==> config.mk <==
export PLATFORM = sky130hd
export DESIGN_NAME = fp_operand_skid_stage_flat
export DESIGN_NICKNAME = d
export VERILOG_FILES = /design/src/rtl/fp_pkg.sv /design/src/rtl/fp_operand_skid_stage_if.sv /design/src/rtl/fp_classify.sv /design/src/rtl/fp_operand_skid_stage.sv /design/src/flat_wrapper.sv
export SDC_FILE = /design/constraint.sdc
export NUM_CORES = 1
export LEC_CHECK = 0
export ABC_AREA = 1
export ABC_CLOCK_PERIOD_IN_PS = 2130
export BUFFER_PORTS_ARGS = -buffer_cell sky130_fd_sc_hd__buf_2
export CORE_UTILIZATION = 40
export CTS_BUF_LIST = sky130_fd_sc_hd__clkbuf_16
export CTS_CLUSTER_DIAMETER = 60
export CTS_CLUSTER_SIZE = 25
export DETAILED_ROUTE_END_ITERATION = 10
export PLACE_DENSITY = 0.61
export SLEW_MARGIN = 25
export SYNTH_ARGS = -nofsm -noshare
export SYNTH_HDL_FRONTEND = slang
export SYNTH_HIERARCHICAL = 1
export SYNTH_SLANG_ARGS = --single-unit
==> constraint.sdc <==
create_clock -name clk -period 2.13 [get_ports clk]
set_clock_uncertainty 0.05 [all_clocks]
set_input_delay 0.3195 -clock clk [delete_from_list [all_inputs] [get_ports clk]]
set_output_delay 0.3195 -clock clk [all_outputs]
set_load 0.01 [all_outputs]
==> src/rtl/fp_pkg.sv <==
// Shared FP operand definitions: default field widths and the special-value class encoding.
package fp_pkg;

    localparam int unsigned FP_EXP_W = 8;
    localparam int unsigned FP_MAN_W = 24;
    localparam int unsigned CLS_W    = 3;

    // Bit positions inside a class vector; at most one bit is set.
    typedef enum logic [1:0] {
        CLS_ZERO = 2'd0,
        CLS_INF  = 2'd1,
        CLS_NAN  = 2'd2
    } fp_cls_t;

    localparam logic [CLS_W-1:0] CLS_NORMAL = 3'b000;

endpackage

==> src/rtl/fp_operand_skid_stage_if.sv <==
// Operand-pair handshake bus: upstream valid/ready plus payload in, downstream valid/ready plus held payload out.
interface fp_operand_skid_stage_if #(
    parameter int unsigned EXP_W = fp_pkg::FP_EXP_W,
    parameter int unsigned MAN_W = fp_pkg::FP_MAN_W
);
    logic             in_valid;
    logic             in_ready;
    logic [MAN_W-1:0] a_m;
    logic [MAN_W-1:0] b_m;
    logic [EXP_W-1:0] a_e;
    logic [EXP_W-1:0] b_e;
    logic             a_s;
    logic             b_s;

    logic             out_valid;
    logic             out_ready;
    logic [MAN_W-1:0] a1_m;
    logic [MAN_W-1:0] b1_m;
    logic [EXP_W-1:0] a1_e;
    logic [EXP_W-1:0] b1_e;
    logic             a1_s;
    logic             b1_s;
    logic [2:0]       a1_cls;
    logic [2:0]       b1_cls;

    // Stage side.
    modport slave (
        input  in_valid, a_m, b_m, a_e, b_e, a_s, b_s, out_ready,
        output in_ready, out_valid, a1_m, b1_m, a1_e, b1_e, a1_s, b1_s, a1_cls, b1_cls
    );

    // Environment side (upstream producer plus downstream consumer).
    modport master (
        output in_valid, a_m, b_m, a_e, b_e, a_s, b_s, out_ready,
        input  in_ready, out_valid, a1_m, b1_m, a1_e, b1_e, a1_s, b1_s, a1_cls, b1_cls
    );

endinterface

==> src/rtl/fp_classify.sv <==
// Combinational special-value classifier for one unpacked FP operand (nan/inf/zero one-hot, 0 otherwise).
module fp_classify
    import fp_pkg::*;
#(
    parameter int unsigned EXP_W = FP_EXP_W,
    parameter int unsigned MAN_W = FP_MAN_W
) (
    input  logic [EXP_W-1:0] e,
    input  logic [MAN_W-2:0] frac,
    output logic [CLS_W-1:0] cls_c
);

    always_comb begin
        cls_c = CLS_NORMAL;
        if (&e) begin
            if (|frac) begin
                cls_c[CLS_NAN] = 1'b1;
            end else begin
                cls_c[CLS_INF] = 1'b1;
            end
        end else if (~|e && ~|frac) begin
            cls_c[CLS_ZERO] = 1'b1;
        end
    end

endmodule

==> src/rtl/fp_operand_skid_stage.sv <==
// Elastic operand-pair stage: main + skid register for full throughput under backpressure,
// synchronous flush, and registered nan/inf/zero classification travelling with the payload.
module fp_operand_skid_stage
    import fp_pkg::*;
#(
    parameter int unsigned EXP_W = FP_EXP_W,
    parameter int unsigned MAN_W = FP_MAN_W
) (
    input  logic                     clk,
    input  logic                     rst_n,
    input  logic                     flush,
    fp_operand_skid_stage_if.slave   bus
);

    localparam int unsigned OP_W  = 1 + EXP_W + MAN_W;
    localparam int unsigned ENT_W = 2 * OP_W + 2 * CLS_W;

    logic [CLS_W-1:0] a_cls_c;
    logic [CLS_W-1:0] b_cls_c;
    logic [ENT_W-1:0] new_ent_c;
    logic             accept_c;

    logic             main_valid_q, main_valid_d;
    logic             skid_valid_q, skid_valid_d;
    logic             in_ready_q,   in_ready_d;
    logic [ENT_W-1:0] main_ent_q,   main_ent_d;
    logic [ENT_W-1:0] skid_ent_q,   skid_ent_d;

    fp_classify #(.EXP_W(EXP_W), .MAN_W(MAN_W)) u_cls_a (
        .e     (bus.a_e),
        .frac  (bus.a_m[MAN_W-2:0]),
        .cls_c (a_cls_c)
    );

    fp_classify #(.EXP_W(EXP_W), .MAN_W(MAN_W)) u_cls_b (
        .e     (bus.b_e),
        .frac  (bus.b_m[MAN_W-2:0]),
        .cls_c (b_cls_c)
    );

    assign new_ent_c = {bus.a_s, bus.a_e, bus.a_m, bus.b_s, bus.b_e, bus.b_m, a_cls_c, b_cls_c};
    // Flush takes priority, so an offered pair is never captured in a flush cycle.
    assign accept_c  = bus.in_valid & in_ready_q & ~flush;

    // Main/skid steering: the skid entry always refills main before a newer pair does.
    always_comb begin
        main_valid_d = main_valid_q;
        skid_valid_d = skid_valid_q;
        main_ent_d   = main_ent_q;
        skid_ent_d   = skid_ent_q;

        if (flush) begin
            main_valid_d = 1'b0;
            skid_valid_d = 1'b0;
        end else if (!main_valid_q || bus.out_ready) begin
            if (skid_valid_q) begin
                main_ent_d   = skid_ent_q;
                main_valid_d = 1'b1;
                skid_valid_d = accept_c;
                if (accept_c) begin
                    skid_ent_d = new_ent_c;
                end
            end else begin
                main_valid_d = accept_c;
                if (accept_c) begin
                    main_ent_d = new_ent_c;
                end
            end
        end else if (accept_c) begin
            skid_ent_d   = new_ent_c;
            skid_valid_d = 1'b1;
        end

        in_ready_d = ~skid_valid_d;
    end

    always_ff @(posedge clk or negedge rst_n) begin
        if (!rst_n) begin
            main_valid_q <= 1'b0;
            skid_valid_q <= 1'b0;
            in_ready_q   <= 1'b1;
            main_ent_q   <= '0;
            skid_ent_q   <= '0;
        end else begin
            main_valid_q <= main_valid_d;
            skid_valid_q <= skid_valid_d;
            in_ready_q   <= in_ready_d;
            main_ent_q   <= main_ent_d;
            skid_ent_q   <= skid_ent_d;
        end
    end

    assign bus.in_ready  = in_ready_q;
    assign bus.out_valid = main_valid_q;
    assign {bus.a1_s, bus.a1_e, bus.a1_m, bus.b1_s, bus.b1_e, bus.b1_m, bus.a1_cls, bus.b1_cls} = main_ent_q;

endmodule

==> src/flat_wrapper.sv <==
// flat-port wrapper written by rule: the top's interface ports become plain ports
module fp_operand_skid_stage_flat import fp_pkg::*;
#(
    parameter int unsigned EXP_W = FP_EXP_W,
    parameter int unsigned MAN_W = FP_MAN_W
)
  (clk, rst_n, flush, bus_in_valid, bus_a_m, bus_b_m, bus_a_e, bus_b_e, bus_a_s, bus_b_s, bus_out_ready, bus_in_ready, bus_out_valid, bus_a1_m, bus_b1_m, bus_a1_e, bus_b1_e, bus_a1_s, bus_b1_s, bus_a1_cls, bus_b1_cls);
  fp_operand_skid_stage_if #(.EXP_W(EXP_W), .MAN_W(MAN_W)) bus_i ();
  input  logic clk;
  input  logic rst_n;
  input  logic flush;
  input wire logic [$bits(bus_i.in_valid)-1:0] bus_in_valid;
  input wire logic [$bits(bus_i.a_m)-1:0] bus_a_m;
  input wire logic [$bits(bus_i.b_m)-1:0] bus_b_m;
  input wire logic [$bits(bus_i.a_e)-1:0] bus_a_e;
  input wire logic [$bits(bus_i.b_e)-1:0] bus_b_e;
  input wire logic [$bits(bus_i.a_s)-1:0] bus_a_s;
  input wire logic [$bits(bus_i.b_s)-1:0] bus_b_s;
  input wire logic [$bits(bus_i.out_ready)-1:0] bus_out_ready;
  output wire logic [$bits(bus_i.in_ready)-1:0] bus_in_ready;
  output wire logic [$bits(bus_i.out_valid)-1:0] bus_out_valid;
  output wire logic [$bits(bus_i.a1_m)-1:0] bus_a1_m;
  output wire logic [$bits(bus_i.b1_m)-1:0] bus_b1_m;
  output wire logic [$bits(bus_i.a1_e)-1:0] bus_a1_e;
  output wire logic [$bits(bus_i.b1_e)-1:0] bus_b1_e;
  output wire logic [$bits(bus_i.a1_s)-1:0] bus_a1_s;
  output wire logic [$bits(bus_i.b1_s)-1:0] bus_b1_s;
  output wire logic [$bits(bus_i.a1_cls)-1:0] bus_a1_cls;
  output wire logic [$bits(bus_i.b1_cls)-1:0] bus_b1_cls;
  assign bus_i.in_valid = bus_in_valid;
  assign bus_i.a_m = bus_a_m;
  assign bus_i.b_m = bus_b_m;
  assign bus_i.a_e = bus_a_e;
  assign bus_i.b_e = bus_b_e;
  assign bus_i.a_s = bus_a_s;
  assign bus_i.b_s = bus_b_s;
  assign bus_i.out_ready = bus_out_ready;
  assign bus_in_ready = bus_i.in_ready;
  assign bus_out_valid = bus_i.out_valid;
  assign bus_a1_m = bus_i.a1_m;
  assign bus_b1_m = bus_i.b1_m;
  assign bus_a1_e = bus_i.a1_e;
  assign bus_b1_e = bus_i.b1_e;
  assign bus_a1_s = bus_i.a1_s;
  assign bus_b1_s = bus_i.b1_s;
  assign bus_a1_cls = bus_i.a1_cls;
  assign bus_b1_cls = bus_i.b1_cls;
  fp_operand_skid_stage #(.EXP_W(EXP_W), .MAN_W(MAN_W)) u_core (.clk(clk), .rst_n(rst_n), .flush(flush), .bus(bus_i));
endmodule
==> run_results.csv <==
group,metric,value,unit
global_route,grt_util_all_layers,22.7,%
global_route,via_count_of_the_first_global_routing_pass,5917,
clock_network,clock_sink_count,147,
clock_network,cts-root-buf,"clkbuf_16",
critical_path,worstPathMaxFanout,59,
critical_path,startpoint_type_of_the_worst_setup_path,"flip-flop",
logic_synthesis,number_of_standard_cells_after_synthesis,938,
die,design.die.area,17900,um^2
global_route,antenna_violations_before_repair,0,
clock_network,cts_resized,0,
logic_synthesis,synthTopCellsByArea,"dfrtp_1, nand2_1, nand3_1, buf_2, nor2_1",
cells_and_area,layout.nets,1132,
detailed_routing,route.detailed.vias_per_inst,4.94,
clock_network,insertion_delay_to_the_later_sink_of_the_worst_skew_pair,0.42,ns
timing,hold_vio_cnt_final,0,
detailed_routing,number_of_remaining_drc_errors,0,
timing,grt_setup_unrepaired,"no",
logic_synthesis,ys_seq_area_share,52.9,%
power,irDropWorstVdd,0.569,mV
logic_synthesis,synth_top_cell_by_area,"dfrtp_1",
timing,achievable-frequency,0.604,GHz
timing,setup-tns-final,0,ns
logic_synthesis,ys_seq_elements,147,
run,timing.max_cap.violations,0,
critical_path,worstSetupEndpointType,"flip-flop",
detailed_routing,ant_nets,0,
clock_network,tritoncts,"yes",
logic_synthesis,synth.top_cell.area_share,52.5,%
die,die_height,134,um
logic_synthesis,synth_nets,1009,
detailed_routing,initialDrtViolationCount,506,
power,total_leakage_power,4.86,nW
logic_synthesis,mean_post_synth_cell_area,7.42,um^2
global_route,largest_net_degree_at_the_start_of_global_routing,74,
global_route,gr-total-overflow,0,
critical_path,path_class,"reg -> reg",
logic_synthesis,synth_area,6960,um^2
die,initial_utilization,41.5,%
placement,place_worst_setup_slack,0.464,ns
timing,final_max_slew_viols,0,
global_route,first_pass_grt_wire_length,31400,um
worst_hold_path,worstHoldPathType,"in -> reg",
die,num_io_pins,145,
die,site_row_count,47,
placement,place.detailed.hpwl,11900,um
timing,timing.final.setup_violations,0,
logic_synthesis,yosys_warnings,6,
power,power_per_cell_area,989,nW/um^2
cells_and_area,final_core_util,51.0,%
cells_and_area,drive_gt1_share,18.2,%
die,die_boundary_width,134,um
critical_path,required_time_of_the_critical_path,2.44,ns
timing,fin_hold_ws,0.107,ns
timing,finalWorstPathRequiredPeriod,1.65,ns
timing,timing.max_slew.rel_slack,44.1,%
cells_and_area,syn_to_final_growth,22.8,%
logic_synthesis,netlist-cell-type-count,16,
timing,worst_slew_pin_slew,0.839,ns
placement,port-buffer-count,144,
critical_path,critPathArrivalTime,1.96,ns
detailed_routing,totalWireLength,19400,um
die,core_region_area,16800,um^2
timing,finalCritPeriodShare,77.7,%
detailed_routing,route.detailed.wl_per_inst,15.0,um
cells_and_area,num_antenna_cells,0,
detailed_routing,via_count,6392,
clock_network,tritoncts.num_buffers,17,
timing,fin_ws,0.475,ns
clock_network,clk_path_buf_depth,2,
detailed_routing,drt-pass1-iter-count,8,
placement,gp_congestion,0.817,
outcome,outcome,"finished, final reports clean",
clock_network,cts.htree.levels,4,
clock_network,clk_transition_reported_paths,0.06,ns
-- cells by family after synthesis --
logic type	after synthesis	share of synthesized area (%)
AND/OR/NAND/NOR	721	42.2
flip-flops	147	52.9
buffers and inverters	68	4.74
AO/OA/AOI/OAI	2	0.198
-- placed cells by master (no fill, tap or decap) --
cell           count
buf_6              1
clkinv_2           1
nand2_1          521
clkbuf_16         17
buf_12             8
clkinv_1           5
nor2_4             1
dfrtp_1          145
nor2_1            42
clkinvlp_4         2
dlygate4sd3_1      1
nand3_4            1
nand2_4            2
nand3_1          146
dfstp_2            1
buf_4              9
o21ai_0            1
inv_1             10
nand2_2            1
buf_2            143
dfrtp_2            1
inv_2              2
a21oi_4            1
nand4_1            7
bufinv_16          5
-- cell usage after synthesis (all sizes together) --
library cell and number:
o21ai 1, nand2 524, nor2 43, nand3 147, nand4 7, dfstp 1, dfrtp 146, inv 10
a21oi 1, buf 58
-- report_power, final --
group / leakage [nW] / total, W / switching, W / internal, W
clock network: 0.303 / 0.00319 / 0.00114 / 0.00205
registers: 1.85 / 0.00375 / 0.000329 / 0.00342
logic: 2.70 / 0.00151 / 0.000940 / 0.000571
-- path summary, 6_finish.rpt --
kind | start | to | slack [ns] | cells past startpoint
max | u_core/skid_valid_q | u_core/main_ent_q[21] | 0.48 | 6
min | bus_b_s | u_core/skid_ent_q[38] | 0.11 | 3
max reg2reg | u_core/skid_valid_q | u_core/main_ent_q[21] | 0.48 | 6
min reg2reg | u_core/main_ent_q[35] | u_core/main_ent_q[35] | 0.41 | 2
max in group asynchronous | rst_n | u_core/main_ent_q[30] | 0.95 | 3
min in group asynchronous | rst_n | u_core/skid_ent_q[58] | 0.36 | 2
-- layer usage --
layer / track usage, % / wire, um
met5: 0 / 0
met4: 4.92 / 130
met3: 5.03 / 1060
met2: 35.8 / 9000
met1: 31.9 / 9210
-- critical path, stage by stage, from the launching register on --
cell	delay, ns
dfrtp_2	0.40
inv_2	0.30
nand2_2	0.16
nand3_4	0.19
buf_12	0.30
nand2_1	0.10
nand2_1	0.06
-- registers in the layout (all words and copies together) (netlist names) --
name / count
u_core/bus.out_valid: 1
u_core/skid_valid_q: 1
u_core/main_ent_q: 72
u_core/bus.in_ready: 1
u_core/skid_ent_q: 72
-- metrics by stage --
step	power (W)	cell area (um^2)	std cells
6_report	0.00845	8550	1294
5_1_grt	0.00895	8550	1294
4_1_cts	0.00854	8550	1294
3_5_place_dp	0.00532	7920	1261
3_3_place_gp	0.00528	7920	1261
2_1_floorplan	0.00463	6960	938
-- repair_timing --
item	4_1_cts	5_1_grt
endpoints found under the hold margin	46	0
buffers inserted	0	0
hold buffers	1	0
-- area by class of cell --
type | count | area (um^2)
inverter | 10 | 37.5
clock inverter | 15 | 196
timing repair buffer | 162 | 965
clock buffer | 17 | 425
sequential | 147 | 3680
multi-input combinational | 723 | 2970
tap | 220 | 275
fill | 1685 | 8210
Note: power is estimated with default switching activity, not from simulation.
